==> config.mk <==
export PLATFORM = sky130hd
export DESIGN_NAME = seg_scan_reader_flat
export DESIGN_NICKNAME = d
export VERILOG_FILES = /design/src/rtl/seg_scan_reader_if.sv /design/src/rtl/seg_scan_reader.sv /design/src/flat_wrapper.sv
export SDC_FILE = /design/constraint.sdc
export NUM_CORES = 1
export LEC_CHECK = 0
export CAP_MARGIN = 20
export CORE_ASPECT_RATIO = 1.4
export CORE_MARGIN = 3
export CORE_UTILIZATION = 60
export DETAILED_ROUTE_END_ITERATION = 10
export PLACE_DENSITY = 0.82
export SLEW_MARGIN = 20
export SYNTH_ARGS = -nofsm -noshare
export SYNTH_HDL_FRONTEND = slang
export SYNTH_SLANG_ARGS = --single-unit
==> constraint.sdc <==
create_clock -name clk -period 14.1 [get_ports clk]
set_input_delay 2.82 -clock clk [delete_from_list [all_inputs] [get_ports clk]]
set_output_delay 2.82 -clock clk [all_outputs]
set_load 0.02 [all_outputs]
==> src/rtl/seg_scan_reader_if.sv <==
// Display bus plus decoded-contents bundle for seg_scan_reader.
// The scan driver (or bench) is the master; the reader is the slave.
interface seg_scan_reader_if #(
    parameter int N_DIGITS = 8
) ();
    logic [N_DIGITS-1:0]   an_n;
    logic [6:0]            seg_n;
    logic [4*N_DIGITS-1:0] digits;
    logic [N_DIGITS-1:0]   digit_valid;
    logic [N_DIGITS-1:0]   digit_err;
    logic                  update;
    logic [2:0]            update_idx;
    logic                  frame_done;

    modport master (
        output an_n, seg_n,
        input  digits, digit_valid, digit_err, update, update_idx, frame_done
    );

    modport slave (
        input  an_n, seg_n,
        output digits, digit_valid, digit_err, update, update_idx, frame_done
    );
endinterface

==> src/rtl/seg_scan_reader.sv <==
// Passive reader for a multiplexed active-low 7-segment bus: waits for each
// digit to settle, inverse-decodes it and rebuilds the displayed hex word.
module seg_scan_reader #(
    parameter int N_DIGITS      = 8,
    parameter int STABLE_CYCLES = 4
) (
    input  logic             clk,
    input  logic             rst_n,
    seg_scan_reader_if.slave bus
);

    typedef enum logic [1:0] {S_WAIT, S_COUNT, S_HOLD} state_t;

    // {hit, nibble}; hit=0 means the pattern is not a hex glyph
    function automatic logic [4:0] f_decode(input logic [6:0] seg);
        case (seg)
            7'b0000001: f_decode = 5'h10;
            7'b1001111: f_decode = 5'h11;
            7'b0010010: f_decode = 5'h12;
            7'b0000110: f_decode = 5'h13;
            7'b1001100: f_decode = 5'h14;
            7'b0100100: f_decode = 5'h15;
            7'b0100000: f_decode = 5'h16;
            7'b0001111: f_decode = 5'h17;
            7'b0000000: f_decode = 5'h18;
            7'b0000100: f_decode = 5'h19;
            7'b0001000: f_decode = 5'h1A;
            7'b1100000: f_decode = 5'h1B;
            7'b0110001: f_decode = 5'h1C;
            7'b1000010: f_decode = 5'h1D;
            7'b0110000: f_decode = 5'h1E;
            7'b0111000: f_decode = 5'h1F;
            default:    f_decode = 5'h00;
        endcase
    endfunction

    logic [N_DIGITS-1:0]   r_an_p0, r_an_p1;
    logic [6:0]            r_seg_p0, r_seg_p1;
    state_t                r_state;
    logic [2:0]            r_idx;
    logic [6:0]            r_seg;
    logic [7:0]            r_cnt;
    logic [N_DIGITS-1:0]   r_mask;
    logic [4*N_DIGITS-1:0] r_digits;
    logic [N_DIGITS-1:0]   r_valid;
    logic [N_DIGITS-1:0]   r_err;
    logic                  r_update;
    logic [2:0]            r_update_idx;
    logic                  r_frame_done;

    logic [3:0]            w_zeros;
    logic [2:0]            w_idx;
    logic                  w_single;
    logic                  w_same;
    logic                  w_commit;
    logic [4:0]            w_dec;
    logic [N_DIGITS-1:0]   w_mask_next;

    // Two-flop synchronizers; idle (all-ones) is the reset value
    always_ff @(posedge clk or negedge rst_n) begin
        if (!rst_n) begin
            r_an_p0  <= '1;
            r_an_p1  <= '1;
            r_seg_p0 <= '1;
            r_seg_p1 <= '1;
        end else begin
            r_an_p0  <= bus.an_n;
            r_an_p1  <= r_an_p0;
            r_seg_p0 <= bus.seg_n;
            r_seg_p1 <= r_seg_p0;
        end
    end

    always_comb begin
        w_zeros = 4'd0;
        w_idx   = 3'd0;
        for (int i = 0; i < N_DIGITS; i++) begin
            if (!r_an_p1[i]) begin
                w_zeros = w_zeros + 4'd1;
                w_idx   = 3'(i);
            end
        end
    end

    assign w_single    = (w_zeros == 4'd1);
    assign w_same      = (w_idx == r_idx) && (r_seg_p1 == r_seg);
    assign w_commit    = (r_state == S_COUNT) && w_single && w_same &&
                         (r_cnt == 8'(STABLE_CYCLES - 1));
    assign w_dec       = f_decode(r_seg_p1);
    assign w_mask_next = r_mask | (N_DIGITS'(1) << w_idx);

    always_ff @(posedge clk or negedge rst_n) begin
        if (!rst_n) begin
            r_state <= S_WAIT;
            r_idx   <= '0;
            r_seg   <= '1;
            r_cnt   <= '0;
        end else begin
            case (r_state)
                S_WAIT: begin
                    if (w_single) begin
                        r_idx   <= w_idx;
                        r_seg   <= r_seg_p1;
                        r_cnt   <= 8'd1;
                        r_state <= S_COUNT;
                    end
                end
                S_COUNT: begin
                    if (!w_single) begin
                        r_state <= S_WAIT;
                    end else if (!w_same) begin
                        r_idx <= w_idx;
                        r_seg <= r_seg_p1;
                        r_cnt <= 8'd1;
                    end else if (w_commit) begin
                        r_cnt   <= 8'(STABLE_CYCLES);
                        r_state <= S_HOLD;
                    end else begin
                        r_cnt <= r_cnt + 8'd1;
                    end
                end
                S_HOLD: begin
                    if (!w_single) begin
                        r_state <= S_WAIT;
                    end else if (!w_same) begin
                        r_idx   <= w_idx;
                        r_seg   <= r_seg_p1;
                        r_cnt   <= 8'd1;
                        r_state <= S_COUNT;
                    end
                end
                default: r_state <= S_WAIT;
            endcase
        end
    end

    // Commit: the mask tracks every slot touched, whatever the outcome
    always_ff @(posedge clk or negedge rst_n) begin
        if (!rst_n) begin
            r_digits     <= '0;
            r_valid      <= '0;
            r_err        <= '0;
            r_update     <= 1'b0;
            r_update_idx <= '0;
            r_frame_done <= 1'b0;
            r_mask       <= '0;
        end else begin
            r_update     <= 1'b0;
            r_frame_done <= 1'b0;
            if (w_commit) begin
                r_update     <= 1'b1;
                r_update_idx <= w_idx;
                if (w_dec[4]) begin
                    r_digits[4*w_idx +: 4] <= w_dec[3:0];
                    r_valid[w_idx]         <= 1'b1;
                    r_err[w_idx]           <= 1'b0;
                end else begin
                    r_valid[w_idx] <= 1'b0;
                    r_err[w_idx]   <= (r_seg_p1 != 7'b1111111);
                end
                if (&w_mask_next) begin
                    r_frame_done <= 1'b1;
                    r_mask       <= '0;
                end else begin
                    r_mask <= w_mask_next;
                end
            end
        end
    end

    assign bus.digits      = r_digits;
    assign bus.digit_valid = r_valid;
    assign bus.digit_err   = r_err;
    assign bus.update      = r_update;
    assign bus.update_idx  = r_update_idx;
    assign bus.frame_done  = r_frame_done;

endmodule
==> src/flat_wrapper.sv <==
// flat-port wrapper written by rule: the top's interface ports become plain ports
module seg_scan_reader_flat 
#(
    parameter int N_DIGITS      = 8,
    parameter int STABLE_CYCLES = 4
)
  (clk, rst_n, bus_an_n, bus_seg_n, bus_digits, bus_digit_valid, bus_digit_err, bus_update, bus_update_idx, bus_frame_done);
  seg_scan_reader_if #(.N_DIGITS(N_DIGITS)) bus_i ();
  input  logic clk;
  input  logic rst_n;
  input wire logic [$bits(bus_i.an_n)-1:0] bus_an_n;
  input wire logic [$bits(bus_i.seg_n)-1:0] bus_seg_n;
  output wire logic [$bits(bus_i.digits)-1:0] bus_digits;
  output wire logic [$bits(bus_i.digit_valid)-1:0] bus_digit_valid;
  output wire logic [$bits(bus_i.digit_err)-1:0] bus_digit_err;
  output wire logic [$bits(bus_i.update)-1:0] bus_update;
  output wire logic [$bits(bus_i.update_idx)-1:0] bus_update_idx;
  output wire logic [$bits(bus_i.frame_done)-1:0] bus_frame_done;
  assign bus_i.an_n = bus_an_n;
  assign bus_i.seg_n = bus_seg_n;
  assign bus_digits = bus_i.digits;
  assign bus_digit_valid = bus_i.digit_valid;
  assign bus_digit_err = bus_i.digit_err;
  assign bus_update = bus_i.update;
  assign bus_update_idx = bus_i.update_idx;
  assign bus_frame_done = bus_i.frame_done;
  seg_scan_reader #(.N_DIGITS(N_DIGITS), .STABLE_CYCLES(STABLE_CYCLES)) u_core (.clk(clk), .rst_n(rst_n), .bus(bus_i));
endmodule
### After elaboration in Yosys (flattened, before gate mapping)

Cells that the tools add are included.

* bits in registers: 111
* input port bits: 17
* output and inout bits: 53
* logic and storage cells: 128

* $add $sub $neg: 9
* $lt $le $gt $ge: 2
* equal/unequal tests: 31
* shifts and indexed selects: 3
* muxes and demuxes: 48
* bitwise operators: 5
* reductions and logical operators: 15

Operators with widths (count)
* $pmux 5 s16: 1
* $mux 8: 9
* $eq 7x6->1 const B: 5
* $neg 5->34: 1
* $shift 4x34->32 const A: 1
* $shiftx 4x34->32: 1
* $bwmux 32: 1
* $eq 7x7->1 const B: 4
* $mux 4: 7
* $add 4x1->4 const B: 6
* $pmux 8 s3: 1
* $mux 3: 7
* $mux 7: 3
* $and 8x8->8: 2
* $mux 2: 8
* $or 8x8->8: 2
* $eq 7x3->1 const B: 2
* $eq 7x4->1 const B: 2
* $pmux 7 s2: 1
* $ne 3x3->1 const B: 3
* $add 8x1->8 const B: 1
* $bwmux 8: 1
* $eq 8x2->1 const B: 1
* $ne 2x1->1 const B: 4
* other kinds (28): 39

### Longest topological paths before layout

Gate-level depths: netlist of the first run.

* word-level depth: 23
* mapped depth: 28
* depth with buffers taken out: 25

### Worst setup path before layout of the first run

Ideal clock, no wire load.

* kind: flip-flop to flip-flop
* start point: reg u_core.r_an_p1[0]
* end point: reg (tool-made name)
* library setup time: 125 ps
* arrival time: 5078 ps
* required time: 13975 ps
* setup slack: 8897 ps
* cell stages (with the launch flop): 25
* buffers on the path: 1
* clock period less this slack: 5203 ps
* cells stage by stage: dfstp_2 > inv_1 > ha_1 > xnor2_1 > ha_1 > nand2b_1 > nand2_1 > ha_1 > nand2b_1 > nand2_1 > ha_1 > nor2_1 > a31oi_1 > a41oi_1 > inv_1 > ha_1 > nor2_1 > a21oi_1 > ha_1 > o21a_1 > a2111oi_4 > nand4bb_1 > buf_2 > or3_4 > mux2_4

RTL lines
* start: declaration: RTL line seg_scan_reader.sv:37 `logic [N_DIGITS-1:0] r_an_p0, r_an_p1;`
* start signal: assignment: RTL line seg_scan_reader.sv:68 `r_an_p1 <= r_an_p0;`

### Worst setup path after layout of the first run

* start point: reg u_core.r_an_p1[1]
* end point: reg u_core.r_digits[17] (netlist: u_core.bus.digits[17])

* cells in the longest elaborated chain, start to end: 18
* elaborated cells between the ends (all ways): 31
* those cells by class: 7 x add/sub; 2 x eq/ne; 2 x shift; 15 x mux; 5 x reduce/logical

RTL lines
* $mux 4: RTL line seg_scan_reader.sv:78 `if (!r_an_p1[i]) begin`
* $add 4x1->4: RTL line seg_scan_reader.sv:79 `w_zeros = w_zeros + 4'd1;`
* $mux 4: RTL line seg_scan_reader.sv:78
* $add 4x1->4: RTL line seg_scan_reader.sv:79
* $mux 4: RTL line seg_scan_reader.sv:78
* $add 4x1->4: RTL line seg_scan_reader.sv:79
* $mux 4: RTL line seg_scan_reader.sv:78
* $add 4x1->4: RTL line seg_scan_reader.sv:79
* $mux 4: RTL line seg_scan_reader.sv:78
* $add 4x1->4: RTL line seg_scan_reader.sv:79
* $mux 4: RTL line seg_scan_reader.sv:78
* $add 4x1->4: RTL line seg_scan_reader.sv:79
* $mux 4: RTL line seg_scan_reader.sv:78
* $eq 4x1->1: RTL line seg_scan_reader.sv:85 `assign w_single = (w_zeros == 4'd1);`
* $logic_and 1x1->1 (3 in series): RTL line seg_scan_reader.sv:87 `assign w_commit = (r_state == S_COUNT) && w_single && w_same &&`
* $reduce_and 2->1 (no line)
* end signal: indexed assignment: RTL line seg_scan_reader.sv:154 `r_digits[4*w_idx +: 4] <= w_dec[3:0];`
* end: declaration: RTL line seg_scan_reader.sv:44 `logic [4*N_DIGITS-1:0] r_digits;`

Several ways; a longest one is shown, not always the timed one.
A chain may end at the register's enable or synchronous reset.

==> results of run 1 <==
==> layer usage <==
layer,vias to the layer above,routed length (microns),global-route usage
met3,14,620,0.06067
li1,1868,-,-
met1,1979,4779,0.2874
met4,0,146,0.07102
met2,95,6237,0.4057
met5,-,0,0
==> worst max-delay path, cell delays in order (launching register included) <==
cell and delay (ns):
dfstp_2 0.55, inv_1 0.04, ha_1 0.33, xnor2_1 0.24, ha_1 0.28, nand2b_1 0.10
nand2_1 0.07, ha_1 0.28, nand2b_1 0.12, nand2_1 0.07, ha_1 0.27, nor2_1 0.08
a31oi_1 0.04, a41oi_1 0.40, inv_1 0.15, ha_1 0.30, nor2_1 0.14, a21oi_1 0.07
ha_1 0.22, nand2_1 0.07, mux2i_1 0.11, nor3_1 0.28, nand4_1 0.50, nor4_2 0.70
mux2_2 0.40
==> flip-flops by register name (all words and copies together), names as in the netlist, 2 cells and up, named ones only <==
name / count
u_core.bus.digits: 32
u_core.bus.digit_err: 8
u_core.r_an_p0: 8
u_core.r_an_p1: 8
u_core.r_cnt: 8
u_core.r_mask: 8
u_core.r_seg: 7
u_core.r_seg_p0: 7
u_core.r_seg_p1: 7
u_core.bus.update_idx: 3
u_core.r_idx: 3
u_core.r_state: 2
==> per-stage QoR <==
stage / util / instances
6_report: 0.7356 / 660
5_1_grt: 0.7356 / 660
4_1_cts: 0.7356 / 660
3_5_place_dp: 0.7022 / 644
3_3_place_gp: 0.7022 / 644
2_1_floorplan: - / 486
==> power by group <==
part	total [mW]	internal (mW)	switching, mW
registers	0.370	0.351	0.0189
logic	0.198	0.0919	0.106
clock network	0.255	0.140	0.116
total	0.824	0.583	0.241
==> placed cells by master, fill, tap and decap left out, drive strengths merged, types with 4 or more instances in the layout <==
cell type      Yosys  final
dfrtp             74     74
a31oi              4      4
o32a               4      4
xnor2             13     13
a21oi              8      8
nand4              9      9
or3                6      6
clkdlybuf4s50      0     68
o21ai             18     18
mux2              57     57
a2111oi            4      4
nor2              25     25
ha                18     18
nor2b              7      7
nor3              21     21
nand3             18     18
inv               26     29
nand2             24     24
buf                4      4
nand3b             5      5
xor2               6      6
nor4               7      7
nand2b             6      6
or2                4      4
a22o               4      4
mux2i              5      5
o21ba              7      7
dfstp             37     37
clkbuf            17      9
==> final cells by class <==
cell class                 instances  area share
clock buffer                       9     0.03372
clock inverter                     7     0.01161
inverter                          28     0.01574
multi-input combinational        326      0.3897
sequential                       111      0.4228
tap                              107     0.02004
timing repair buffer              72      0.1064
==> logic make-up after synthesis <==
| family | count (synthesis) | synth area share |
|---|---|---|
| compound gates | 76 | 0.1059 |
| xor+xnor | 23 | 0.04651 |
| fa+ha+maj | 18 | 0.04006 |
| buf+inv | 49 | 0.03472 |
| flops | 111 | 0.5023 |
| mux | 62 | 0.1244 |
| simple gates | 147 | 0.1460 |
==> path summary, 6_finish.rpt <==
check	startpoint	to	slack (ns)	depth (start not counted)
max	u_core.r_an_p1[1]	u_core.bus.digits[17]	8.17	24
max in group asynchronous	rst_n	u_core.bus.update	10.43	2
min in group asynchronous	rst_n	asynchronous set/reset pin	2.48	1
min reg2reg	u_core.r_an_p0[0]	u_core.r_an_p1[0]	0.36	0
max reg2reg	u_core.r_an_p1[1]	u_core.bus.digits[17]	8.17	24
min	u_core.r_an_p0[0]	u_core.r_an_p1[0]	0.36	0
==> flow_summary_export.csv, run 1 <==
group,metric,value,unit
outcome,status,"completed",
clock_network,htree_levels,3,
layout,seq_area,0.002824,sq mm
layout,antenna_cells,0,
timing,min_period_over_period,0.4204,
placement,hpwl,8360,microns
clock_network,clk_pin_slew,0.07,ns
timing,fmax,0.1687,GHz
clock_network,clockBufferDepth,2,
synth,synth_area_leaders,"dfrtp_1 (33%), dfstp_2 (17%), mux2_2 (11%)",
timing,max_slew_margin,0.3041,
synth,synth.cell_area,0.005622,sq mm
synth,synth_commonest_cells,"dfrtp_1 (74), mux2_2 (55), dfstp_2 (37)",
synth,yosysWarnings,0,
global_route,grt_pass1_wl,19640,microns
synth,mappedNetlistNets,521,
detailed_routing,drt_iter0_markers,183,
timing,grt_setup_unrepaired,"false",
synth,synth-edff-count,0,
global_route,grt_max_degree,63,
worst_setup_path,cp_max_fo,9,
global_route,antenna_found_initial,0,
detailed_routing,drc,0,
timing,setup_tns,0,ns
detailed_routing,vias,3956,
timing,period_minus_slack,5.927,ns
power,vdd_drop_max,0.09678,mV
synth,async_flop_share,1.000,
clock_network,cts_resized,0,
power,power_density,123.3,mW/mm^2
global_route,grt_pass1_vias,4084,
die,rows,41,
placement,post_dp_cell_area,0.006376,sq mm
worst_setup_path,path_class,"reg2reg",
layout,multiInputGateArea,0.002603,sq mm
synth,synth_top_area_share,0.3294,
layout,area_growth,18.81,%
die,die_y,120.5,microns
timing,tightest_slew,1.033,ns
synth,syn_avg_cell_area,11.57,sq um
worst_setup_path,cp-start-kind,"flop",
clock_network,cts_tree,"built",
clock_network,cts_root_buf,"clkbuf_16",
timing,fin_skew,0.01022,ns
detailed_routing,antenna_left,0,
detailed_routing,via_per_inst,5.994,
die,start_util,0.6191,
die,coreArea,0.009080,sq mm
placement,gp_congestion,0.8406,
timing,hold_viol,0,
clock_network,numCtsBuffers,9,
power,leakagePower,2.870,nW
worst_setup_path,required,14.33,ns
layout,stdcell_area,0.006679,sq mm
clock_network,cts_setup_buffers,0,
global_route,grt_usage,0.2357,
clock_network,cts_hold_buf,0,
timing,drv_slew,0,
timing,finalSetupViolCount,0,
job,maxCapViolCount,0,
synth,yosysTopAreaCell,"dfrtp_1",
synth,ys_seq_area_frac,0.5023,
detailed_routing,wirelength,11780,microns
global_route,grt_overflow_total,0,
detailed_routing,post_drt_wl_per_cell,17.85,microns
timing,finalWorstSetupSlack,8.173,ns
synth,synth_most_common_cell,"dfrtp_1",
worst_hold_path,hold_class,"reg2reg",
worst_setup_path,crit_arrival,6.16,ns
clock_network,clk_latency,0.34,ns
power,total_power,823.6,uW
layout,drive_above_1_share,0.2495,
placement,numPortBuffers,69,
die,die_x,87.81,microns
detailed_routing,drt-pass1-iter-count,4,
synth,ys_types,72,
synth,syn_inst,486,
timing,holdWs,0.3574,ns
die,ioPinCount,70,
synth,ys.flop_type,"dfrtp_1",
die,die_area,0.01058,sq mm
layout,fill_cells,622,
worst_setup_path,cp-end-kind,"flop",
clock_network,cts_sinks,111,
layout,fin_nets,583,
placement,dp_slack,8.235,ns
synth,ys_seq_elements,111,
(Power assumes the default switching activity.)
==> run 2: changes to the inputs <==
CORE_UTILIZATION = 56   (was 60)
PLACE_DENSITY = 0.77   (was 0.82)
clock period = 5.6 ns   (was 14.1 ns; I/O delays follow)
==> flow_summary_export.csv, run 2 (same netlist as run 1, synthesis figures left out) <==
group,metric,value,unit
clock_network,numCtsBuffers,9,
clock_network,cts_tree,"built",
timing,max_slew_margin,0.3155,
timing,min_period_over_period,0.9418,
layout,layout_commonest_cell,"dfrtp_1",
die,coreArea,0.009617,sq mm
clock_network,clockBufferDepth,2,
worst_setup_path,r2r_slack,0.33,ns
power,power_density,309.2,mW/mm^2
worst_setup_path,reg2regPathDepth,26,
layout,largest_register_ffs,32,
global_route,antenna_found_initial,0,
die,die_area,0.01129,sq mm
detailed_routing,drt-pass1-iter-count,4,
power,vdd_drop_max,0.2135,mV
detailed_routing,vias,4009,
timing,fin_skew,0.01087,ns
global_route,grt_pass1_vias,4160,
outcome,status,"completed",
timing,hold_viol,0,
timing,tightest_slew,1.016,ns
clock_network,cts_sinks,111,
clock_network,clk_latency,0.35,ns
global_route,grt_max_degree,69,
die,die_y,124.6,microns
die,ioPinCount,70,
worst_setup_path,reg2reg_from,"u_core.r_an_p1[1]",
timing,drv_slew,0,
worst_setup_path,cp_max_fo,5,
worst_setup_path,cp-start-kind,"flop",
layout,antenna_cells,0,
worst_setup_path,crit_slowest_cell,"dfstp_2",
layout,multiInputGateArea,0.002700,sq mm
detailed_routing,drt_iter0_markers,263,
worst_setup_path,cp-end-kind,"flop",
placement,gp_congestion,0.8893,
worst_setup_path,critPathMaxStageDelay,0.54,ns
layout,seq_area,0.002824,sq mm
worst_hold_path,hold_end,"u_core.r_an_p1[6]",
worst_hold_path,hold_class,"reg2reg",
clock_network,htree_levels,3,
worst_setup_path,crit_arrival,5.51,ns
global_route,grt_pass1_wl,20240,microns
clock_network,clk_pin_slew,0.08,ns
global_route,grt_overflow_total,0,
worst_hold_path,hp-start,"u_core.r_an_p0[6]",
layout,layout_common_cells,"dfrtp_1 (74), clkdlybuf4s50_1 (68), mux2_2 (55), dfstp_2 (37), inv_1 (26)",
die,rows,42,
layout,final_cells,697,
die,die_x,90.68,microns
power,leakagePower,2.978,nW
detailed_routing,drc,0,
detailed_routing,post_drt_wl_per_cell,17.44,microns
worst_hold_path,hold_depth,0,
worst_setup_path,path_class,"reg2reg",
power,total_power,2.142,mW
global_route,grt_usage,0.2190,
clock_network,cts_hold_buf,0,
placement,hpwl,8353,microns
detailed_routing,wirelength,12160,microns
placement,numPortBuffers,69,
layout,finish.utilization,0.7204,
placement,placed_cells,674,
timing,fmax,0.1896,GHz
layout,drive_above_1_share,0.2885,
detailed_routing,via_per_inst,5.752,
layout,area_growth,23.24,%
layout,fill_cells,696,
die,start_util,0.5846,
job,maxCapViolCount,0,
clock_network,cts_root_buf,"clkbuf_16",
worst_setup_path,required,5.84,ns
timing,period_minus_slack,5.274,ns
layout,fin_nets,595,
timing,finalSetupViolCount,0,
worst_setup_path,crit_path_frequent_cell,"ha_1",
detailed_routing,antenna_left,0,
==> run 2: critical path: cells and delay by family (launching register included) <==
kind	cells	cell delay, ns
mux	2	0.44
xor+xnor	1	0.14
flops	1	0.54
buf+inv	4	0.53
compound gates	4	0.63
fa+ha+maj	6	1.68
simple gates	9	1.20
==> run 2: stage by stage <==
step / setup slack (ns) / TNS [ns] / hold slack (ns) / area [sq um]
2_1_floorplan: 0.3973 / 0 / 0.3452 / 5622
6_report: 0.3260 / 0 / 0.3557 / 6928
5_1_grt: -0.02688 / -0.1738 / 0.3576 / 6928
4_1_cts: 0.1994 / 0 / 0.3576 / 6775
3_5_place_dp: 0.2344 / 0 / 0.3468 / 6445
3_3_place_gp: 0.3988 / 0 / 0.3453 / 6445
==> run 2: final cells by class <==
cell class | instances | area share
Clock buffer | 9 | 0.03251
Inverter | 28 | 0.01517
Tap cell | 132 | 0.02384
Sequential cell | 111 | 0.4076
Multi-Input combinational cell | 326 | 0.3897
Timing Repair Buffer | 84 | 0.1159
Clock inverter | 7 | 0.01517
==> run 2: worst max path at each step <==
stage	start	to	slack, ns	cells after the start
after CTS	u_core.r_an_p1[0]	u_core.bus.digits[22]	0.20	24
after detailed placement	u_core.r_an_p1[0]	u_core.bus.digits[22]	0.23	24
after global placement	u_core.r_an_p1[0]	u_core.bus.digits[21]	0.40	25
after floorplan	u_core.r_an_p1[0]	flop	0.40	24
after global routing	u_core.r_an_p1[1]	u_core.bus.digits[23]	-0.03	25
final	u_core.r_an_p1[1]	flop	0.33	26
==> run 2: routing by layer <==
metal | up-vias | global-route usage | wire length [microns]
met2 | 112 | 0.3630 | 6070
met1 | 1975 | 0.2743 | 5134
met5 | - | 0 | 0
li1 | 1898 | - | -
met3 | 24 | 0.06526 | 692
met4 | 0 | 0.07033 | 259
==> run 2: power breakdown <==
part           internal [mW]  switching, mW  leakage, nW
Combinational          0.255          0.283         1.41
Sequential             0.884         0.0469         1.40
Clock                  0.362          0.311        0.158
Total                   1.50          0.641         2.98
==> run 2: what timing repair did <==
| action | CTS | global route |
|---|---|---|
| setup endpoints to repair | 0 | 61 |
| buffers inserted | 0 | 4 |
| resized for setup | 0 | 18 |
==> run 3: changes to the inputs <==
ABC_CLOCK_PERIOD_IN_PS = 5600   (was unset)
HOLD_SLACK_MARGIN = 0.1   (was unset)
==> results of run 3 <==
The final DEF is identical to that of run 2; final timing and power are the same.
